$ cat src/rtl/spike_event_encoder.sv
`default_nettype none
// ============================================================================
//  Module   : spike_event_encoder
//  Purpose  : Turns ON/OFF spikes from a delta modulator into time-stamped
//             event words {polarity, sat, dt} and queues them in a FIFO.
//             A saturating delta timer measures the cycles since the last
//             accepted event. Events that arrive while the FIFO is full and
//             nothing is leaving are dropped and counted.
//  Ports    : clk, rst             - clock, synchronous active-high reset
//             on_spike_i           - ON spike pulse (wins over OFF)
//             off_spike_i          - OFF spike pulse
//             evt_valid_o          - FIFO head holds an event
//             evt_ready_i          - downstream accepts the head event
//             evt_data_o           - head event word {polarity, sat, dt}
//             count_o              - current FIFO occupancy
//             drop_o               - pulse, one cycle after a dropped event
//             drop_cnt_o           - saturating dropped-event count
//  Revision : 1.0  initial release
// ============================================================================
module spike_event_encoder #(
  parameter int DEPTH = 8,
  parameter int DT_W  = 6
) (
  input  logic                       clk,
  input  logic                       rst,
  input  logic                       on_spike_i,
  input  logic                       off_spike_i,
  output logic                       evt_valid_o,
  input  logic                       evt_ready_i,
  output logic [DT_W+1:0]            evt_data_o,
  output logic [$clog2(DEPTH):0]     count_o,
  output logic                       drop_o,
  output logic [7:0]                 drop_cnt_o
);

  localparam int C_AW = $clog2(DEPTH);
  localparam int C_CW = $clog2(DEPTH) + 1;
  localparam int C_EW = DT_W + 2;

  localparam logic [C_CW-1:0] C_FULL    = C_CW'(DEPTH);
  localparam logic [C_CW-1:0] C_CNT_ONE = C_CW'(1);
  localparam logic [C_AW-1:0] C_PTR_ONE = C_AW'(1);
  localparam logic [DT_W-1:0] C_DT_ONE  = DT_W'(1);
  localparam logic [DT_W-1:0] C_DT_MAX  = '1;
  localparam logic [7:0]      C_DCNT_MAX = 8'hFF;

  // State
  logic [C_EW-1:0] mem_q [DEPTH];
  logic [C_EW-1:0] mem_d [DEPTH];
  logic [C_AW-1:0] wr_ptr_q, wr_ptr_d;
  logic [C_AW-1:0] rd_ptr_q, rd_ptr_d;
  logic [C_CW-1:0] count_q, count_d;
  logic [DT_W-1:0] dt_cnt_q, dt_cnt_d;
  logic            drop_q, drop_d;
  logic [7:0]      drop_cnt_q, drop_cnt_d;

  // Per-cycle decisions
  logic            evt;
  logic            pop;
  logic            push;
  logic            drop;
  logic            dt_sat;
  logic [C_EW-1:0] evt_word;

  always_comb begin
    evt      = on_spike_i | off_spike_i;
    pop      = (count_q != '0) & evt_ready_i;
    // A same-cycle pop frees a slot, so a full FIFO can still accept.
    push     = evt & ((count_q != C_FULL) | pop);
    drop     = evt & ~push;
    dt_sat   = (dt_cnt_q == C_DT_MAX);
    // ON has priority when both spikes coincide; the OFF is simply lost.
    evt_word = {on_spike_i, dt_sat, dt_cnt_q};
  end

  always_comb begin
    mem_d      = mem_q;
    wr_ptr_d   = wr_ptr_q;
    rd_ptr_d   = rd_ptr_q;
    count_d    = count_q;
    dt_cnt_d   = dt_cnt_q;
    drop_d     = drop;
    drop_cnt_d = drop_cnt_q;

    if (push) begin
      mem_d[wr_ptr_q] = evt_word;
      wr_ptr_d        = wr_ptr_q + C_PTR_ONE;
    end
    if (pop) begin
      rd_ptr_d = rd_ptr_q + C_PTR_ONE;
    end

    case ({push, pop})
      2'b10:   count_d = count_q + C_CNT_ONE;
      2'b01:   count_d = count_q - C_CNT_ONE;
      default: count_d = count_q;
    endcase

    // Timer restarts at 1 on an accepted event, otherwise saturates upward.
    // A dropped event does not restart it.
    if (push) begin
      dt_cnt_d = C_DT_ONE;
    end else if (!dt_sat) begin
      dt_cnt_d = dt_cnt_q + C_DT_ONE;
    end

    if (drop && (drop_cnt_q != C_DCNT_MAX)) begin
      drop_cnt_d = drop_cnt_q + 8'd1;
    end
  end

  always_ff @(posedge clk) begin
    if (rst) begin
      for (int i = 0; i < DEPTH; i++) begin
        mem_q[i] <= '0;
      end
      wr_ptr_q   <= '0;
      rd_ptr_q   <= '0;
      count_q    <= '0;
      dt_cnt_q   <= '0;
      drop_q     <= 1'b0;
      drop_cnt_q <= '0;
    end else begin
      mem_q      <= mem_d;
      wr_ptr_q   <= wr_ptr_d;
      rd_ptr_q   <= rd_ptr_d;
      count_q    <= count_d;
      dt_cnt_q   <= dt_cnt_d;
      drop_q     <= drop_d;
      drop_cnt_q <= drop_cnt_d;
    end
  end

  // Head is read straight from storage; new events only become visible
  // after they have been written.
  assign evt_valid_o = (count_q != '0);
  assign evt_data_o  = mem_q[rd_ptr_q];
  assign count_o     = count_q;
  assign drop_o      = drop_q;
  assign drop_cnt_o  = drop_cnt_q;

endmodule
`default_nettype wire

$ cat config.mk
export PLATFORM = sky130hd
export DESIGN_NAME = spike_event_encoder
export DESIGN_NICKNAME = d
export VERILOG_FILES = /design/src/rtl/spike_event_encoder.sv
export SDC_FILE = /design/constraint.sdc
export NUM_CORES = 1
export LEC_CHECK = 0
export ABC_AREA = 1
export CAP_MARGIN = 0
export CORE_MARGIN = 2
export CORE_UTILIZATION = 59
export CTS_CLUSTER_SIZE = 24
export DETAILED_ROUTE_END_ITERATION = 12
export PLACE_DENSITY = 0.9
export SLEW_MARGIN = 10
export SYNTH_ARGS = -nofsm -noshare
export SYNTH_HDL_FRONTEND = slang
export SYNTH_SLANG_ARGS = --single-unit
$ cat constraint.sdc
create_clock -name clk -period 2.4 [get_ports clk]
set_input_delay 0.24 -clock clk [delete_from_list [all_inputs] [get_ports clk]]
set_output_delay 0.24 -clock clk [all_outputs]
set_load 0.05 [all_outputs]
==> impl_metrics.toml <==
[grt]
grt_antenna_before_repair = 0
grt_pass1_wl_um = 18420
first_global_vias = 3930
grt_start_max_net_pins = 66
globalRouteTotalUtil_pct = 30.01
leftover_overflow_at_the_end_of_global_routing = 0

[routing]
antenna_left = 0
firstDrtPassIters = 6
via_per_inst = 5.945
wirelength_um = 11420
route.vias.total = 4328
drtIter0Drc = 514
drcViolationCount = 0
post_drt_wl_per_cell_um = 15.68

[sta]
period_share_pct = 92.59
max-slew-margin-rel_pct = 32.99
maxSlewViolCount = 0
rsz0062_at_grt = "no"
hold_violations = 0
finalSetupViolCount = 0
finalSetupTns_ns = 0
fmax_mhz = 450.0
post-route-min-period_ns = 2.222
clock-skew-final_ns = 0.008889
tightestPinTransition_ns = 1.005

[worst_hold_path]
min-delay-start = "rst"
timing.hold.worst.class = "in2reg"
timing.hold.worst_endpoint = "drop_cnt_o[1]"
min_delay_path_depth = 4

[cells_and_area]
utilization_pct = 67.90
layout-area-overhead-vs-synth_pct = 12.88
filler_cell_count = 603
n_antenna_cell = 0
share_of_layout_cells_above_drive_strength_1_pct = 10.49
layout.nets = 637
layout.cell_area.non_filler_um2 = 4846

[floorplanning]
design.portCount = 27
starting_density_of_the_core_pct = 60.15
die_x_um = 89.30
design.die.area_um2 = 7974
floorplan.die.height_um = 89.30
fp-row-count = 31
floorplan.core_area_um2 = 7137

[clock_tree]
cts_root_buffer = "sky130_fd_sc_hd__clkbuf_8"
clock_latency_late_sink_ns = 0.37
cts.reportedPaths.clkPinSlew_ns = 0.08
cts.sinks = 89
htree_num_levels = 3
cts_buffers = 9
cts_tree = "done"
clockBufferDepth = 2
post_cts_buffers = 0

[pwr]
power_frac_clock_pct = 27.0
power_switching_mw = 1.804
p_total_mw = 4.483
power.share.switching_pct = 40.24
p_per_area_nw_per_um2 = 925.1
seq_power_share_pct = 36.1
share_comb_of_total_power_pct = 36.9
ir_worst_vdd_uv = 836.6
power_report.internal_total_mw = 2.679
power_leakage_nw = 1.760

[setup_path]
timing.critical_path.to_type = "register"
critPathRequiredTime_ns = 2.69
timing.setup.critical_path_class = "reg2reg"
cp-start-kind = "register"
critical_path_arrival_ns = 2.52
reg2reg_slack_ns = 0.18
rr_worst_depth = 12
regToRegStartpoint = "count_o[1]"
crit_path_max_fanout = 6
r2r-end = "count_o[3]"

[place]
routabilityCongestion = 0.8546
post_dp_cell_area_um2 = 4609
hpwlAfterDp_um = 7380
port-buffer-count = 26

[synth]
synth_area_per_cell_um2 = 7.119
postSynthCellCount = 603
synthesis.yosys.warnings = 0
yosys.cell_types.count = 29
synthesis.area_um2 = 4293
seq_area_frac_synth_pct = 41.50
yosys_register_bits = 89
synthesis.nets = 616

[status]
status = "finished clean"

[flow_run]
maxCapViolations = 0
-- timing repair --
| item | in CTS | in global routing |
|---|---|---|
| gates resized for setup | 0 | 0 |
| setup endpoints to repair | 0 | 1 |
| endpoints found under the hold margin | 0 | 0 |
| hold buffers | 0 | 0 |
-- cell families (layout without fill, tap and decap cells) --
family	Yosys count	count (layout)	synth area share, %
XOR/XNOR	8	8	1.632
AO/OA/AOI/OAI	144	144	17.28
adder cells (fa/ha/maj)	8	8	2.506
flip-flops	89	89	41.50
buffers and inverters	61	87	6.820
AND/OR/NAND/NOR	293	293	30.25
-- routing by layer --
layer	track usage [%]	share of wire (%)	up-vias
li1	-	-	2057
met3	5.171	11	28
met4	13.98	2.5	0
met1	37.42	40	1997
met5	0	0	-
met2	50.57	47	246
-- how the worst max path moves through the flow --
stage	start	to	slack, ns	cells past startpoint
6_report	count_o[1]	count_o[3]	0.18	12
5_1_grt	count_o[1]	count_o[3]	0.005	12
4_1_cts	count_o[0]	count_o[3]	0.17	12
3_5_place_dp	evt_ready_i	count_o[3]	0.1	12
3_3_place_gp	evt_ready_i	mem_q[5]	0.19	8
2_1_floorplan	count_o[0]	count_o[3]	0.009	12
-- cell usage after synthesis --
cell type	number	area, µm²
sky130_fd_sc_hd__nand3_4	1	17.52
sky130_fd_sc_hd__nand3_1	72	360.4
sky130_fd_sc_hd__fa_1	1	20.02
sky130_fd_sc_hd__nand3b_1	2	15.01
sky130_fd_sc_hd__nand2_1	145	544.3
sky130_fd_sc_hd__inv_2	1	3.750
sky130_fd_sc_hd__o21ai_0	44	220.2
sky130_fd_sc_hd__xnor2_1	1	8.760
sky130_fd_sc_hd__nand3_2	7	70.07
sky130_fd_sc_hd__xor2_1	7	61.31
sky130_fd_sc_hd__buf_2	3	15.01
sky130_fd_sc_hd__ha_1	7	87.58
sky130_fd_sc_hd__nor2_4	1	11.26
sky130_fd_sc_hd__nor2_1	53	198.9
sky130_fd_sc_hd__clkbuf_1	21	78.83
sky130_fd_sc_hd__nand2_4	1	11.26
sky130_fd_sc_hd__or2_4	1	8.760
sky130_fd_sc_hd__inv_1	25	93.84
sky130_fd_sc_hd__o22ai_1	16	100.1
sky130_fd_sc_hd__nor2_2	7	43.79
sky130_fd_sc_hd__buf_4	2	15.01
sky130_fd_sc_hd__a21oi_1	83	415.4
sky130_fd_sc_hd__clkinv_1	1	3.750
sky130_fd_sc_hd__buf_6	7	78.83
sky130_fd_sc_hd__or2_2	2	12.51
sky130_fd_sc_hd__nor3_1	1	5.000
sky130_fd_sc_hd__dfxtp_1	89	1782
sky130_fd_sc_hd__a31oi_1	1	6.260
sky130_fd_sc_hd__buf_1	1	3.750
-- power groups by stage --
stage,Sequential [mW],Combinational (mW),Clock (mW)
floorplan,1.74,1.07,0
global placement,1.64,1.59,0
detailed placement,1.65,1.63,0
CTS,1.62,1.63,1.21
global route,1.63,1.78,1.26
finish,1.62,1.66,1.21
-- cell type report --
type,count,area [µm²],area share [%]
multi-input cells,453,2231,46.04
flip-flops and latches,89,1783,36.79
repair buffers,44,370.4,7.643
clock buffers,11,151.4,3.124
well taps,99,123.9,2.556
inverters,27,101.3,2.091
clock inverters,5,85.08,1.756
-- layout by cell type, fill, tap and decap left out --
cell / count
sky130_fd_sc_hd__inv_1: 25
sky130_fd_sc_hd__clkdlybuf4s50_1: 17
sky130_fd_sc_hd__o22ai_1: 16
sky130_fd_sc_hd__clkbuf_8: 11
sky130_fd_sc_hd__dfxtp_1: 88
sky130_fd_sc_hd__nand3b_1: 2
sky130_fd_sc_hd__xor2_1: 7
sky130_fd_sc_hd__ha_1: 7
sky130_fd_sc_hd__bufinv_16: 2
sky130_fd_sc_hd__fa_1: 1
sky130_fd_sc_hd__clkinv_4: 1
sky130_fd_sc_hd__dfxtp_2: 1
sky130_fd_sc_hd__nand3_1: 71
sky130_fd_sc_hd__clkinvlp_4: 1
sky130_fd_sc_hd__buf_4: 26
sky130_fd_sc_hd__inv_2: 1
sky130_fd_sc_hd__nand3_4: 2
sky130_fd_sc_hd__o21ai_0: 44
sky130_fd_sc_hd__a21oi_1: 83
sky130_fd_sc_hd__or2_4: 1
sky130_fd_sc_hd__a31oi_1: 1
sky130_fd_sc_hd__nand2_1: 145
sky130_fd_sc_hd__clkinv_1: 1
sky130_fd_sc_hd__or2_2: 2
sky130_fd_sc_hd__nor2_2: 7
sky130_fd_sc_hd__nand3_2: 7
sky130_fd_sc_hd__buf_2: 1
sky130_fd_sc_hd__nand2_4: 1
sky130_fd_sc_hd__nor3_1: 1
sky130_fd_sc_hd__nor2_1: 53
sky130_fd_sc_hd__nor2_4: 1
sky130_fd_sc_hd__xnor2_1: 1
sky130_fd_sc_hd__inv_6: 1
-- critical path, cell delays in order, from the launching register on --
cell	delay, ns
sky130_fd_sc_hd__dfxtp_1	0.38
sky130_fd_sc_hd__nor2_4	0.21
sky130_fd_sc_hd__nand3_4	0.08
sky130_fd_sc_hd__nand2_1	0.17
sky130_fd_sc_hd__inv_1	0.08
sky130_fd_sc_hd__ha_1	0.26
sky130_fd_sc_hd__ha_1	0.31
sky130_fd_sc_hd__or2_2	0.30
sky130_fd_sc_hd__nand2_1	0.09
sky130_fd_sc_hd__nand2_1	0.05
sky130_fd_sc_hd__nand2_1	0.05
sky130_fd_sc_hd__nand2_1	0.04
sky130_fd_sc_hd__a21oi_1	0.12
-- metrics by stage --
stage          setup WS (ns)  hold slack, ns  cells
6_report              0.1778          0.3002    728
5_1_grt             0.004924          0.3229    728
4_1_cts               0.1710          0.3072    728
3_5_place_dp         0.09925          0.4525    712
3_3_place_gp          0.1915          0.4488    712
2_1_floorplan       0.009088          0.4398    603
-- sequential cells by signal (all words and copies together) (netlist names) --
register and count:
drop_o 1, count_o 4, dt_cnt_q 6, rd_ptr_q 3, mem_q 64, wr_ptr_q 3, drop_cnt_o 8
No activity file was read; power rests on OpenSTA's default activity.
